File: src/rtl/div_pkg.sv
// div_pkg: shared FSM state, counter sizing and negate helper for the restoring divider
package div_pkg;
  typedef enum logic [1:0] {IDLE, CALC, FIX, DONE} state_t;
  function automatic int cnt_w(int w);
    return $clog2(w) + 1;
  endfunction
  function automatic logic [63:0] cneg(logic [63:0] v, logic n);
    return n ? -v : v;
  endfunction
endpackage

File: src/rtl/div_step.sv
// div_step: one combinational restoring shift-subtract iteration
module div_step #(
  parameter int WIDTH = 16
) (
  input  logic [WIDTH-1:0] rem,
  input  logic [WIDTH-1:0] quo,
  input  logic [WIDTH-1:0] div,
  output logic [WIDTH-1:0] rem_nxt,
  output logic [WIDTH-1:0] quo_nxt
);
  logic [WIDTH:0] sh, trial;
  // rem < div always holds, so the W+1-bit difference never overflows its sign bit
  assign sh      = {rem, quo[WIDTH-1]};
  assign trial   = sh - {1'b0, div};
  assign rem_nxt = trial[WIDTH] ? sh[WIDTH-1:0] : trial[WIDTH-1:0];
  assign quo_nxt = {quo[WIDTH-2:0], ~trial[WIDTH]};
endmodule

File: src/rtl/div_restoring_n.sv
// div_restoring_n: sequential signed/unsigned restoring divider, one quotient bit per clock
module div_restoring_n
  import div_pkg::*;
#(
  parameter int WIDTH = 16
) (
  input  logic             clk,
  input  logic             rst,
  input  logic             start,
  input  logic             signed_en,
  input  logic [WIDTH-1:0] dividend,
  input  logic [WIDTH-1:0] divisor,
  output logic             busy,
  output logic             done,
  output logic [WIDTH-1:0] quotient,
  output logic [WIDTH-1:0] remainder,
  output logic             div_by_zero
);
  localparam int CNT_W = cnt_w(WIDTH);
  state_t state, state_nxt;
  logic [WIDTH-1:0] rem, quo, div, rem_s, quo_s;
  logic [CNT_W-1:0] cnt;
  logic qn, rn, dz_in, last;
  div_step #(.WIDTH(WIDTH)) u_step (.rem(rem), .quo(quo), .div(div), .rem_nxt(rem_s), .quo_nxt(quo_s));
  assign dz_in = divisor == '0;
  assign last  = cnt == CNT_W'(WIDTH - 1);
  always_ff @(posedge clk or posedge rst) begin
    if (rst) state <= IDLE;
    else state <= state_nxt;
  end
  always_comb begin
    state_nxt = state == IDLE ? (start ? (dz_in ? DONE : CALC) : IDLE) :
                state == CALC ? (last ? FIX : CALC) :
                state == FIX  ? DONE : IDLE;
  end
  always_comb begin
    busy = state != IDLE;
    done = state == DONE;
  end
  // Datapath: the sign fix-ups are folded into qn/rn at capture time
  always_ff @(posedge clk or posedge rst) begin
    if (rst) begin
      rem         <= '0;
      quo         <= '0;
      div         <= '0;
      cnt         <= '0;
      qn          <= 1'b0;
      rn          <= 1'b0;
      quotient    <= '0;
      remainder   <= '0;
      div_by_zero <= 1'b0;
    end else begin
      if (state == IDLE && start) begin
        qn  <= signed_en & (dividend[WIDTH-1] ^ divisor[WIDTH-1]);
        rn  <= signed_en & dividend[WIDTH-1];
        quo <= WIDTH'(cneg(64'(dividend), signed_en & dividend[WIDTH-1]));
        div <= WIDTH'(cneg(64'(divisor), signed_en & divisor[WIDTH-1]));
        rem <= '0;
        cnt <= '0;
        if (dz_in) begin
          quotient    <= '1;
          remainder   <= dividend;
          div_by_zero <= 1'b1;
        end
      end
      if (state == CALC) begin
        rem <= rem_s;
        quo <= quo_s;
        cnt <= cnt + 1'b1;
      end
      if (state == FIX) begin
        quotient    <= WIDTH'(cneg(64'(quo), qn));
        remainder   <= WIDTH'(cneg(64'(rem), rn));
        div_by_zero <= 1'b0;
      end
    end
  end
endmodule
File: config.mk
export PLATFORM = sky130hd
export DESIGN_NAME = div_restoring_n
export DESIGN_NICKNAME = d
export VERILOG_FILES = /design/src/rtl/div_pkg.sv /design/src/rtl/div_step.sv /design/src/rtl/div_restoring_n.sv
export SDC_FILE = /design/constraint.sdc
export NUM_CORES = 1
export LEC_CHECK = 0
export BUFFER_PORTS_ARGS = -buffer_cell sky130_fd_sc_hd__buf_2
export CORE_MARGIN = 2
export CORE_UTILIZATION = 55
export CTS_BUF_LIST = sky130_fd_sc_hd__clkbuf_2
export CTS_CLUSTER_DIAMETER = 120
export DETAILED_ROUTE_END_ITERATION = 6
export GPL_ROUTABILITY_DRIVEN = 1
export PLACE_DENSITY_LB_ADDON = 0.15
export SETUP_SLACK_MARGIN = 0.2
export SKIP_CTS_REPAIR_TIMING = 1
export SLEW_MARGIN = 25
export SYNTH_ARGS = -nofsm -noshare
export SYNTH_HDL_FRONTEND = slang
export SYNTH_SLANG_ARGS = --single-unit
File: constraint.sdc
create_clock -name clk -period 3.15 [get_ports clk]
set_input_delay 0.4725 -clock clk [delete_from_list [all_inputs] [get_ports clk]]
set_output_delay 0.4725 -clock clk [all_outputs]
set_load 0.1 [all_outputs]
### Word-level counts from Yosys, hierarchy flattened

Cells that the tools add are included.

* reductions and logical operators: 8
* eq/ne operators: 4
* bitwise gates (word level): 5
* $add $sub $neg: 6
* mux-type cells: 26

Operator list (number)
* 2-to-1 mux 16 bit: 15
* negator 16 bit: 4
* subtractor 17 x 16 -> 17 bit: 1
* zero test 16 bit: 1
* 2-to-1 mux 2 bit: 6
* 2-to-1 mux 5 bit: 2
* nonzero test 2 bit: 4
* adder 5 x 1 -> 5 bit (second input constant): 1
* equality test 5 x 4 -> 1 bit (second input constant): 1
* equality test 2 bit (second input constant): 2
* AND 1 bit: 3
* 2-to-1 mux 1 bit: 3
* equality test 2 x 1 -> 1 bit (second input constant): 1
* zero test 2 bit: 1
* AND reduction 2 bit: 1
* logical AND 1 bit: 1
* inverter 1 bit: 1
* bitwise XOR 1 bit: 1

* word-level logic and storage cells: 59
* input bits: 36
* flip-flop bits (word level): 90
* output and inout bits: 35

### Logic depth before layout (Yosys ltp)

Gate-level depths: netlist of run 1.

* word-level depth: 4
* depth in mapped cells: 11
* gate-level depth less buffers: 10

### Cells and area by module

A second synthesis of run 1 with hierarchy kept.

* cells, all modules: 686
* area total of the unflattened synthesis: 6062.1 sq um

Modules (own cells, without submodules)
* div_restoring_n: area an instance 4939.7 sq um, times used 1, cells an instance 543, sequential area each 2252.2 sq um
* div_step: area an instance 1122.3 sq um, times used 1, cells an instance 143, sequential area each 0.0 sq um

### Least setup slack after synthesis of run 1

No wires, ideal clock.

* kind: reg2reg
* start: register quo[15]
* end: register rem[4]
* arrival time: 2.431 ns
* stages on the path, launching flop included: 12
* period minus slack after synthesis: 2.567 ns
* slack: 0.583 ns
* library setup time: 0.136 ns
* data required time: 3.014 ns
* buffers on the path: 1
* cell sequence: dfrtp_1 inv_1 ha_1 fa_1 nand2b_1 a21oi_1 nor3_1 o21ai_0 xor2_1 buf_2 mux2i_1 o21ai_0

* longest elaborated chain between the ends: 3

RTL lines
* start, declared: line div_restoring_n.sv:21 `logic [WIDTH-1:0] rem, quo, div, rem_s, quo_s;`
* start signal, assigned: line div_restoring_n.sv:56 `quo <= WIDTH'(cneg(64'(dividend), signed_en & dividend[WIDTH-1]));`
* start signal, assigned: line div_restoring_n.sv:68 `quo <= quo_s;`
* subtractor 17 x 16 -> 17 bit: line div_step.sv:14 `assign trial = sh - {1'b0, div};`
* 2-to-1 mux 16 bit: line div_step.sv:15 `assign rem_nxt = trial[WIDTH] ? sh[WIDTH-1:0] : trial[WIDTH-1:0];`
* 2-to-1 mux 16 bit: line div_restoring_n.sv:66 `if (state == CALC) begin`
* end signal, assigned: line div_restoring_n.sv:67 `rem <= rem_s;`
* end, declared: line div_restoring_n.sv:21

Every way passes these cells.
A chain may end at the register's enable or synchronous reset.

### Worst setup path in the final report of run 1

* start: register quo[15]
* end: register rem[5]

Same word-level chain as after synthesis.

==> results.txt, run 1 <==
outcome: finished clean
Max Clock Skew: 0.0283 ns
Root Buffer: clkbuf_2
nets: 766
async set or reset register ratio after synthesis: 100%
total die area: 11300 µm²
Top FF cell, synth: dfrtp_1
vias in the first global route: 4725
drt pass-1 iters: 5
Core Area: 10200 µm²
Syn Area/Cell: 8.90 µm²
worst reg2reg path depth: 11
dominant cell type by area after synthesis: dfrtp_1
EDFF count, synth: 0
Vias/cell: 5.88
CTS Buffer Depth: 2
largest net degree at the start of global routing: 67
Pleak: 0.00287 µW
Syn. warnings: 0
Max Freq: 0.371 GHz
highest-count cells in the layout ignoring fill and taps: dfrtp_1, buf_2, o21ai_0, nand2_1, a21oi_1
mean routed wirelength per cell: 15.9 µm
Post-Route WL: 13500 µm
first-pass GRT wire length: 22700 µm
top cells by area, synth: dfrtp_1, o21ai_0, mux2i_1, xor2_1, ha_1
setup TNS: 0 ns
mapped cell area: 5770 µm²
most common cell after layout, fill and taps aside: dfrtp_1
CTS tree: done
Max Cap Violations: 0
initial antenna violation count: 0
num rows: 37
final setup fails: 0
Slew @ Worst Pin: 0.998 ns
layout cell share with drive strength beyond 1: 15.3%
Port Buf Inserts: 70
Chip Height: 106 µm
Hold WC Path Type: input pin to flop
Synth top area share: 39.1%
Final HPWL DP: 9950 µm
FF+latch count, synth: 90
WHS: 0.170 ns
Num Clock Sinks: 90
Post-Syn Nets: 707
clock-pin slew on the worst setup and hold paths: 0.26 ns
H-tree depth: 3
slew margin rel.: 33.4%
RSZ-0062 raised after global routing: no
crit-path max FO: 21
Routed Antenna Nets: 0
Die Span X: 106 µm
Synth Instances: 648
Final Cycle Share: 85.6%
final worst slack: 0.454 ns
GRT Overall Usage: 25.1%
Worst Hold Path Cells: 3
CP required: 3.60 ns
Slew Limit Fails: 0
TritonCTS buffer count: 9
routability-driven placement congestion ratio: 0.977
Worst-Skew Late Latency: 0.56 ns
IO Pins: 71
GRT overflow: 0
n_diodes: 0
Worst EP arrival: 3.14 ns
sequential share of the synthesized area: 39.1%
vias: 4983
Initial DRC Count: 373
Initial Utilization: 56.4%
total power draw: 7880 µW
CP Launch Type: flop
worst vdd ir: 0.697 mV
post-layout minimum cycle time: 2.70 ns
post-synthesis cell type count: 54
DRC viols: 0
CP endpoint kind: flop
area delta synth->final: 11.4%
Hold Violations, Final: 0
Pwr Density: 1230 nW/µm²
pre-CTS setup slack: 0.357 ns
kind of critical path: flop to flop
[cell usage after synthesis (4+ instances only)]
| cell | number |
|---|---|
| o21ai_0 | 67 |
| nor2_1 | 30 |
| o41ai_1 | 8 |
| xor2_1 | 34 |
| or4_1 | 4 |
| a21oi_1 | 41 |
| mux2i_1 | 31 |
| nand2_1 | 63 |
| and2_1 | 4 |
| o21ai_1 | 11 |
| ha_1 | 22 |
| clkbuf_1 | 26 |
| a22oi_1 | 14 |
| inv_1 | 30 |
| nand2b_1 | 9 |
| xnor2_1 | 31 |
| nor3_1 | 21 |
| nor2b_1 | 6 |
| nand3_1 | 22 |
| a21o_1 | 4 |
| dfrtp_1 | 90 |
| o31ai_1 | 15 |
| o211ai_1 | 8 |
| or3_1 | 7 |
[cells by family (layout without fill, tap and decap cells)]
logic type               after synthesis  in the layout  share of synthesized area, %
buffers and inverters                 62            126                          4.30
flip-flops                            90             90                          39.1
adder cells (fa/ha/maj)               23             23                          5.12
multiplexers                          31             31                          5.38
AND/OR/NAND/NOR                      188            188                          16.3
AO/OA/AOI/OAI                        189            189                          19.9
XOR/XNOR                              65             65                          9.87
[path summary, 6_finish.rpt]
check | endpoint | start | slack, ns
setup / recovery | rem[5]$_DFFE_PP0P_ | quo[15]$_DFFE_PP0P_ | 0.45
hold / removal | state[0]$_DFF_PP0_ | start | 0.17
setup reg to reg | rem[5]$_DFFE_PP0P_ | quo[15]$_DFFE_PP0P_ | 0.45
hold reg to reg | cnt[3]$_DFFE_PP0P_ | cnt[3]$_DFFE_PP0P_ | 0.50
max in group asynchronous | quo[11]$_DFFE_PP0P_ | rst | 1.98
min in group asynchronous | remainder[0]$_DFFE_PP0P_ | rst | 0.46
[metrics by stage]
stage,cells,instance area [µm²],utilization [%]
finish,848,6420,62.8
global route,848,6420,62.8
floorplan,648,5770,-
detailed placement,831,6260,61.2
CTS,847,6400,62.6
global placement,831,6260,61.2
[power breakdown]
| group | internal, µW | leakage, µW | total (µW) | switching, µW |
|---|---|---|---|---|
| registers | 1650 | 0.00114 | 2220 | 565 |
| logic | 1880 | 0.00165 | 4970 | 3090 |
| clock network | 268 | 0.0000825 | 689 | 421 |
| total | 3810 | 0.00287 | 7880 | 4070 |
[registers in the layout, indices dropped and copies added, names as in the netlist]
name / flops
div: 16
quo: 16
quotient: 16
rem: 16
remainder: 16
cnt: 5
state: 2
div_by_zero: 1
qn: 1
rn: 1
[routing by layer]
| layer | GRT usage (%) | vias up | wire length [µm] | share of wire, % |
|---|---|---|---|---|
| met5 | 0 | - | 0 | 0 |
| met3 | 2.82 | 26 | 679 | 5.0 |
| met2 | 42.0 | 143 | 6600 | 49 |
| li1 | - | 2429 | - | - |
| met4 | 11.6 | 0 | 371 | 2.8 |
| met1 | 32.6 | 2385 | 5840 | 43 |
[final cells by class]
| cell class | count | area (µm²) |
|---|---|---|
| inverters | 30 | 114 |
| repair buffers | 80 | 453 |
| well taps | 136 | 170 |
| flip-flops and latches | 90 | 2250 |
| clock buffers | 10 | 50.0 |
| fillers | 871 | 3810 |
| clock inverters | 6 | 90.1 |
| multi-input cells | 496 | 3290 |
[critical path, stage by stage, from the launching register on]
cell	delay, ns
dfrtp_1	0.41
inv_1	0.08
ha_1	0.22
fa_1	0.39
nand2b_1	0.21
a21oi_2	0.22
nor3_1	0.09
o21ai_1	0.22
xor2_2	0.24
buf_12	0.21
mux2i_1	0.20
o21ai_0	0.08
(Power assumes the default switching activity.)
==> run 2, diff against run 1 <==
--- a/config.mk
+++ b/config.mk
@@ -9,11 +9,10 @@
 export CORE_MARGIN = 2
 export CORE_UTILIZATION = 55
 export CTS_BUF_LIST = sky130_fd_sc_hd__clkbuf_2
-export CTS_CLUSTER_DIAMETER = 120
 export DETAILED_ROUTE_END_ITERATION = 6
 export GPL_ROUTABILITY_DRIVEN = 1
+export GPL_TIMING_DRIVEN = 0
 export PLACE_DENSITY_LB_ADDON = 0.15
-export SETUP_SLACK_MARGIN = 0.2
 export SKIP_CTS_REPAIR_TIMING = 1
 export SLEW_MARGIN = 25
 export SYNTH_ARGS = -nofsm -noshare
==> run 2 against run 1 <==
Net effect: final area increased by 1.2%; critical path depth decreased by 2; maximum frequency decreased by 8.7%; combinational power increased by 3%; worst hold slack improved by 0.015 ns; clock power decreased by 3.0%; first-iteration DRC count decreased by 16%; global-route usage increased by 1.7 points; core utilization increased by 0.76 points; highest routed layer unchanged.
==> results.txt, run 2 (synthesis results as in run 1) <==
outcome: finished clean (unchanged)
nets: 792 (was 766)
WL met3: 593 µm (was 679 µm)
initial antenna violation count: 0 (unchanged)
H-tree depth: 3 (unchanged)
IO Pins: 71 (unchanged)
Pwr Density: 1230 nW/µm² (about the same)
area delta synth->final: 12.7% (was 11.4%)
most common cell after layout, fill and taps aside: dfrtp_1 (unchanged)
layout cell share with drive strength beyond 1: 14.4% (was 15.3%)
largest net degree at the start of global routing: 56 (was 67)
Chip Height: 106 µm (unchanged)
routability-driven placement congestion ratio: 1.02 (was 0.977)
Vias/cell: 5.86 (was 5.88)
CP Launch Type: flop (unchanged)
top sig layer: met4 (unchanged)
worst reg2reg path depth: 9 (was 11)
worst r2r src: rem[8]$_DFFE_PP0P_ (was quo[15]$_DFFE_PP0P_)
Hold Violations, Final: 0 (unchanged)
vias: 5125 (was 4983)
vias in the first global route: 4993 (was 4725)
Pleak: 0.00290 µW (was 0.00287 µW)
DR WL met2: 6880 µm (was 6600 µm)
drt pass-1 iters: 5 (unchanged)
R2R Path End: rem[0]$_DFFE_PP0P_ (was rem[5]$_DFFE_PP0P_)
post-route cell area: 6500 µm² (was 6420 µm²)
Worst-Skew Late Latency: 0.59 ns (was 0.56 ns)
total die area: 11300 µm² (unchanged)
Hold WC Path Type: input pin to flop (unchanged)
WP buf/inv: 1 (was 2)
final worst slack: 0.198 ns (was 0.454 ns)
highest-count cells in the layout ignoring fill and taps: dfrtp_1, buf_2, o21ai_0, nand2_1, a21oi_1 (unchanged)
Initial DRC Count: 313 (was 373)
Num Clock Sinks: 90 (unchanged)
Core Area: 10200 µm² (unchanged)
TritonCTS buffer count: 9 (unchanged)
Worst Hold Path Cells: 3 (unchanged)
GRT overflow: 0 (unchanged)
num rows: 37 (unchanged)
Routed Antenna Nets: 0 (unchanged)
CTS tree: done (unchanged)
pre-CTS setup slack: -0.0946 ns (was 0.357 ns)
Cells after DPL: 855 (was 831)
kind of critical path: flop to flop (unchanged)
Worst Hold End: div[9]$_DFFE_PP0P_ (was state[0]$_DFF_PP0_)
Initial Utilization: 56.4% (unchanged)
hold path startpoint: divisor[9] (was start)
Slowest cell on crit path: dfrtp_1 (unchanged)
worst vdd ir: 0.484 mV (was 0.697 mV)
Slew Limit Fails: 0 (unchanged)
Post-Route WL: 14500 µm (was 13500 µm)
family with the most delay on the worst path: compound AO/OA/AOI/OAI gates (was adder cells)
RSZ-0062 raised after global routing: no (unchanged)
Met1 Wirelength: 6300 µm (was 5840 µm)
CP required: 3.66 ns (was 3.60 ns)
fin cells: 874 (was 848)
DRC viols: 0 (unchanged)
final setup fails: 0 (unchanged)
slew margin rel.: 45.9% (was 33.4%)
n_diodes: 0 (unchanged)
Max Clock Skew: 0.0390 ns (was 0.0283 ns)
total power draw: 7990 µW (was 7880 µW)
crit-path max FO: 10 (was 21)
first-pass GRT wire length: 23900 µm (was 22700 µm)
worst-path cell chain: ha_1, a2111oi_2, nand2_1, nor3_1, o21ai_1, xor2_2, buf_4, mux2i_1, a21o_1 (was inv_1, ha_1, fa_1, nand2b_1, a21oi_2, nor3_1, o21ai_1, xor2_2, buf_12, mux2i_1, o21ai_0)
Max Freq: 0.339 GHz (was 0.371 GHz)
Max Cap Violations: 0 (unchanged)
post-layout minimum cycle time: 2.95 ns (was 2.70 ns)
clock-pin slew on the worst setup and hold paths: 0.22 ns (was 0.26 ns)
Worst EP arrival: 3.46 ns (was 3.14 ns)
Final HPWL DP: 11300 µm (was 9950 µm)
Slew @ Worst Pin: 0.805 ns (was 0.998 ns)
Placed Area: 6320 µm² (was 6260 µm²)
mean routed wirelength per cell: 16.6 µm (was 15.9 µm)
Port Buf Inserts: 70 (unchanged)
Core Util, Final: 63.5% (was 62.8%)
Die Span X: 106 µm (unchanged)
Final Cycle Share: 93.7% (was 85.6%)
slowest stage delay, CP: 0.51 ns (was 0.41 ns)
crit path from: rem[8]$_DFFE_PP0P_ (was quo[15]$_DFFE_PP0P_)
reg2reg setup slack: 0.20 ns (was 0.45 ns)
GRT Overall Usage: 26.8% (was 25.1%)
Root Buffer: clkbuf_2 (unchanged)
CTS Buffer Depth: 2 (unchanged)
CP endpoint kind: flop (unchanged)
==> run 2: cell type report <==
cell class | count | area, µm²
plain buffers | 32 | 140
repair buffers | 74 | 403
inverters | 30 | 118
multi-input cells | 496 | 3280
clock buffers | 11 | 55.1
well taps | 136 | 170
clock inverters | 5 | 78.8
flip-flops and latches | 90 | 2250
fillers | 893 | 3730
==> run 2: how the worst max path moves through the flow <==
| stage | slack [ns] | endpoint | cells after the start |
|---|---|---|---|
| after floorplan | 0.34 | cnt[0]$_DFFE_PP0P_ | 1 |
| after global placement | -0.59 | cnt[2]$_DFFE_PP0P_ | 2 |
| after detailed placement | -0.09 | rem[12]$_DFFE_PP0P_ | 9 |
| after CTS | -0.10 | rem[4]$_DFFE_PP0P_ | 9 |
| after global routing | 0.02 | rem[4]$_DFFE_PP0P_ | 11 |
| final | 0.20 | rem[0]$_DFFE_PP0P_ | 9 |
==> run 2: power by group <==
| part | switching [µW] | internal, µW | leakage (µW) |
|---|---|---|---|
| Combinational | 3220 | 1920 | 0.00167 |
| Sequential | 528 | 1650 | 0.00114 |
| Clock | 399 | 268 | 0.0000859 |
| Total | 4150 | 3840 | 0.00290 |
==> run 2: worst reg2reg max path, delay by kind of cell (launching register included) <==
family,cells,cell delay [ns]
mux,1,0.20
buf+inv,1,0.29
xor+xnor,1,0.36
flops,1,0.51
simple gates,2,0.42
compound gates,3,0.70
fa+ha+maj,1,0.42
==> run 2: metrics by stage <==
stage / hold WS (ns) / TNS, ns
after floorplan: 0.449 / 0
after global placement: 0.464 / -53.05
after detailed placement: 0.470 / -0.764
after CTS: -0.154 / -0.961
after global routing: 0.192 / 0
final: 0.185 / 0
==> run 2: layer usage <==
layer | track usage (%) | vias to the layer above
li1 | - | 2498
met1 | 34.0 | 2415
met2 | 44.5 | 162
met3 | 3.00 | 50
met4 | 14.9 | 0
met5 | 0 | -
==> run 3, diff against run 2 <==
--- a/config.mk
+++ b/config.mk
@@ -6,13 +6,13 @@
 export NUM_CORES = 1
 export LEC_CHECK = 0
 export BUFFER_PORTS_ARGS = -buffer_cell sky130_fd_sc_hd__buf_2
-export CORE_MARGIN = 2
 export CORE_UTILIZATION = 55
 export CTS_BUF_LIST = sky130_fd_sc_hd__clkbuf_2
 export DETAILED_ROUTE_END_ITERATION = 6
 export GPL_ROUTABILITY_DRIVEN = 1
 export GPL_TIMING_DRIVEN = 0
 export PLACE_DENSITY_LB_ADDON = 0.15
+export REMOVE_ABC_BUFFERS = 1
 export SKIP_CTS_REPAIR_TIMING = 1
 export SLEW_MARGIN = 25
 export SYNTH_ARGS = -nofsm -noshare
==> run 3 against run 2 <==
Net effect: global-route usage is 2.7 points lower; sequential cell count stayed put; sequential share of layout area is 0.13 points lower; count of clock-buffer cells in the layout stayed put; core utilization is 0.24 points higher; first-iteration DRC count is 26% lower; total power is 0.10% higher; clock power is 3% lower; clock skew is 0.021 ns lower; critical path depth is 1 higher; sequential power hardly changed; critical path type unchanged; highest routed layer unchanged.
==> results.txt, run 3 (synthesis results as in run 1) <==
Worst-Skew Late Latency: 0.57 ns (was 0.59 ns)
Slew @ Worst Pin: 0.985 ns (was 0.805 ns)
clock-pin slew on the worst setup and hold paths: 0.22 ns (about the same)
TritonCTS buffer count: 9 (unchanged)
drt pass-1 iters: 4 (was 5)
Hold WC Path Type: input pin to flop (unchanged)
worst vdd ir: 0.483 mV (was 0.484 mV)
largest net degree at the start of global routing: 75 (was 56)
most common cell after layout, fill and taps aside: dfrtp_1 (unchanged)
crit path from: rem[8]$_DFFE_PP0P_ (unchanged)
R2R Path End: rem[6]$_DFFE_PP0P_ (was rem[0]$_DFFE_PP0P_)
Hold Violations, Final: 0 (unchanged)
Core Util, Final: 63.8% (was 63.5%)
CP required: 3.58 ns (was 3.66 ns)
area delta synth->final: 13.2% (was 12.7%)
nets: 772 (was 792)
Final Cycle Share: 96.2% (was 93.7%)
worst reg2reg path depth: 10 (was 9)
n_diodes: 0 (unchanged)
DRC viols: 0 (unchanged)
initial antenna violation count: 0 (unchanged)
Routed Antenna Nets: 0 (unchanged)
GRT overflow: 0 (unchanged)
Die Span X: 104 µm (was 106 µm)
GRT Overall Usage: 24.1% (was 26.8%)
CTS tree: done (unchanged)
Final HPWL DP: 9370 µm (was 11300 µm)
total die area: 10900 µm² (was 11300 µm²)
Num Clock Sinks: 90 (unchanged)
Chip Height: 104 µm (was 106 µm)
Pwr Density: 1230 nW/µm² (about the same)
Worst EP arrival: 3.46 ns (about the same)
Filler cells: 912 (was 893)
CP endpoint kind: flop (unchanged)
vias: 4800 (was 5125)
final worst slack: 0.120 ns (was 0.198 ns)
Max Cap Violations: 0 (unchanged)
layout cell share with drive strength beyond 1: 15.8% (was 14.4%)
total power draw: 7990 µW (about the same)
slew margin rel.: 34.3% (was 45.9%)
vias in the first global route: 4560 (was 4993)
highest-count cells in the layout ignoring fill and taps: dfrtp_1, buf_2, o21ai_0, nand2_1, a21oi_1 (unchanged)
IO Pins: 71 (unchanged)
CP Launch Type: flop (unchanged)
num rows: 37 (unchanged)
WHS: 0.165 ns (was 0.185 ns)
Post-Route WL: 12700 µm (was 14500 µm)
Max Clock Skew: 0.0177 ns (was 0.0390 ns)
routability-driven placement congestion ratio: 0.975 (was 1.02)
crit-path max FO: 7 (was 10)
Pleak: 0.00292 µW (was 0.00290 µW)
Slew Limit Fails: 0 (unchanged)
Max Freq: 0.330 GHz (was 0.339 GHz)
Initial Utilization: 56.4% (unchanged)
outcome: finished clean (unchanged)
final setup fails: 0 (unchanged)
Worst Setup EP: rem[6]$_DFFE_PP0P_ (was rem[0]$_DFFE_PP0P_)
RSZ-0062 raised after global routing: no (unchanged)
H-tree depth: 3 (unchanged)
worst r2r src: rem[8]$_DFFE_PP0P_ (unchanged)
Vias/cell: 5.63 (was 5.86)
CTS Buffer Depth: 2 (unchanged)
Core Area: 10200 µm² (unchanged)
mean routed wirelength per cell: 14.8 µm (was 16.6 µm)
Root Buffer: clkbuf_2 (unchanged)
reg2reg setup slack: 0.12 ns (was 0.20 ns)
Port Buf Inserts: 70 (unchanged)
kind of critical path: flop to flop (unchanged)
first-pass GRT wire length: 21000 µm (was 23900 µm)
pre-CTS setup slack: -0.352 ns (was -0.0946 ns)
Initial DRC Count: 233 (was 313)
post-layout minimum cycle time: 3.03 ns (was 2.95 ns)
[run 3: cell type report]
class                      count  area, µm²  share of cell area (%)
multi-input combinational    497       3340                    51.1
sequential                    90       2250                    34.5
timing repair buffer          85        526                    8.05
tap                          136        170                    2.61
inverter                      30        118                    1.80
clock inverter                 4       67.6                    1.04
clock buffer                  11       55.1                   0.844
[run 3: worst max-delay path, cell delays in order (launching register included)]
cell and delay, ns:
dfrtp_1 0.51, ha_1 0.41, a2111oi_1 0.49, nand2_1 0.12, nor3_1 0.38, o21ai_2 0.12
buf_4 0.17, xor2_4 0.26, buf_4 0.19, mux2i_1 0.18, o21ai_0 0.09
[run 3: per-stage QoR]
stage	TNS [ns]	instance area [µm²]	std cells
after floorplan	-4.57	5630	616
after global placement	-122.94	6150	822
after detailed placement	-3.12	6300	828
after CTS	-3.72	6420	843
after global routing	0	6530	853
final	0	6530	853
[run 3: where the power goes]
part           leakage (µW)  internal, µW  total (µW)  switching, µW
registers           0.00114          1650        2190            538
logic               0.00171          2040        5160           3110
clock network     0.0000771           260         648            388
[run 3: routing by layer]
layer	GRT usage [%]	wire length, µm
met1	29.6	5590
met2	42.4	6490
met3	4.82	456
met4	7.35	114
met5	0	0
[run 3: worst min path at each step]
| stage | cells past startpoint | slack [ns] | end | start |
|---|---|---|---|---|
| 4_1_cts | 2 | -0.24 | quotient[3]$_DFFE_PP0P_ | rst |
| 5_1_grt | 3 | 0.09 | quo[15]$_DFFE_PP0P_ | dividend[15] |
| 3_3_place_gp | 2 | 0.46 | div[13]$_DFFE_PP0P_ | div[13]$_DFFE_PP0P_ |
| 2_1_floorplan | 1 | 0.45 | cnt[3]$_DFFE_PP0P_ | cnt[3]$_DFFE_PP0P_ |
| 3_5_place_dp | 2 | 0.41 | quotient[15]$_DFFE_PP0P_ | rst |
| 6_report | 3 | 0.17 | quo[15]$_DFFE_PP0P_ | dividend[15] |
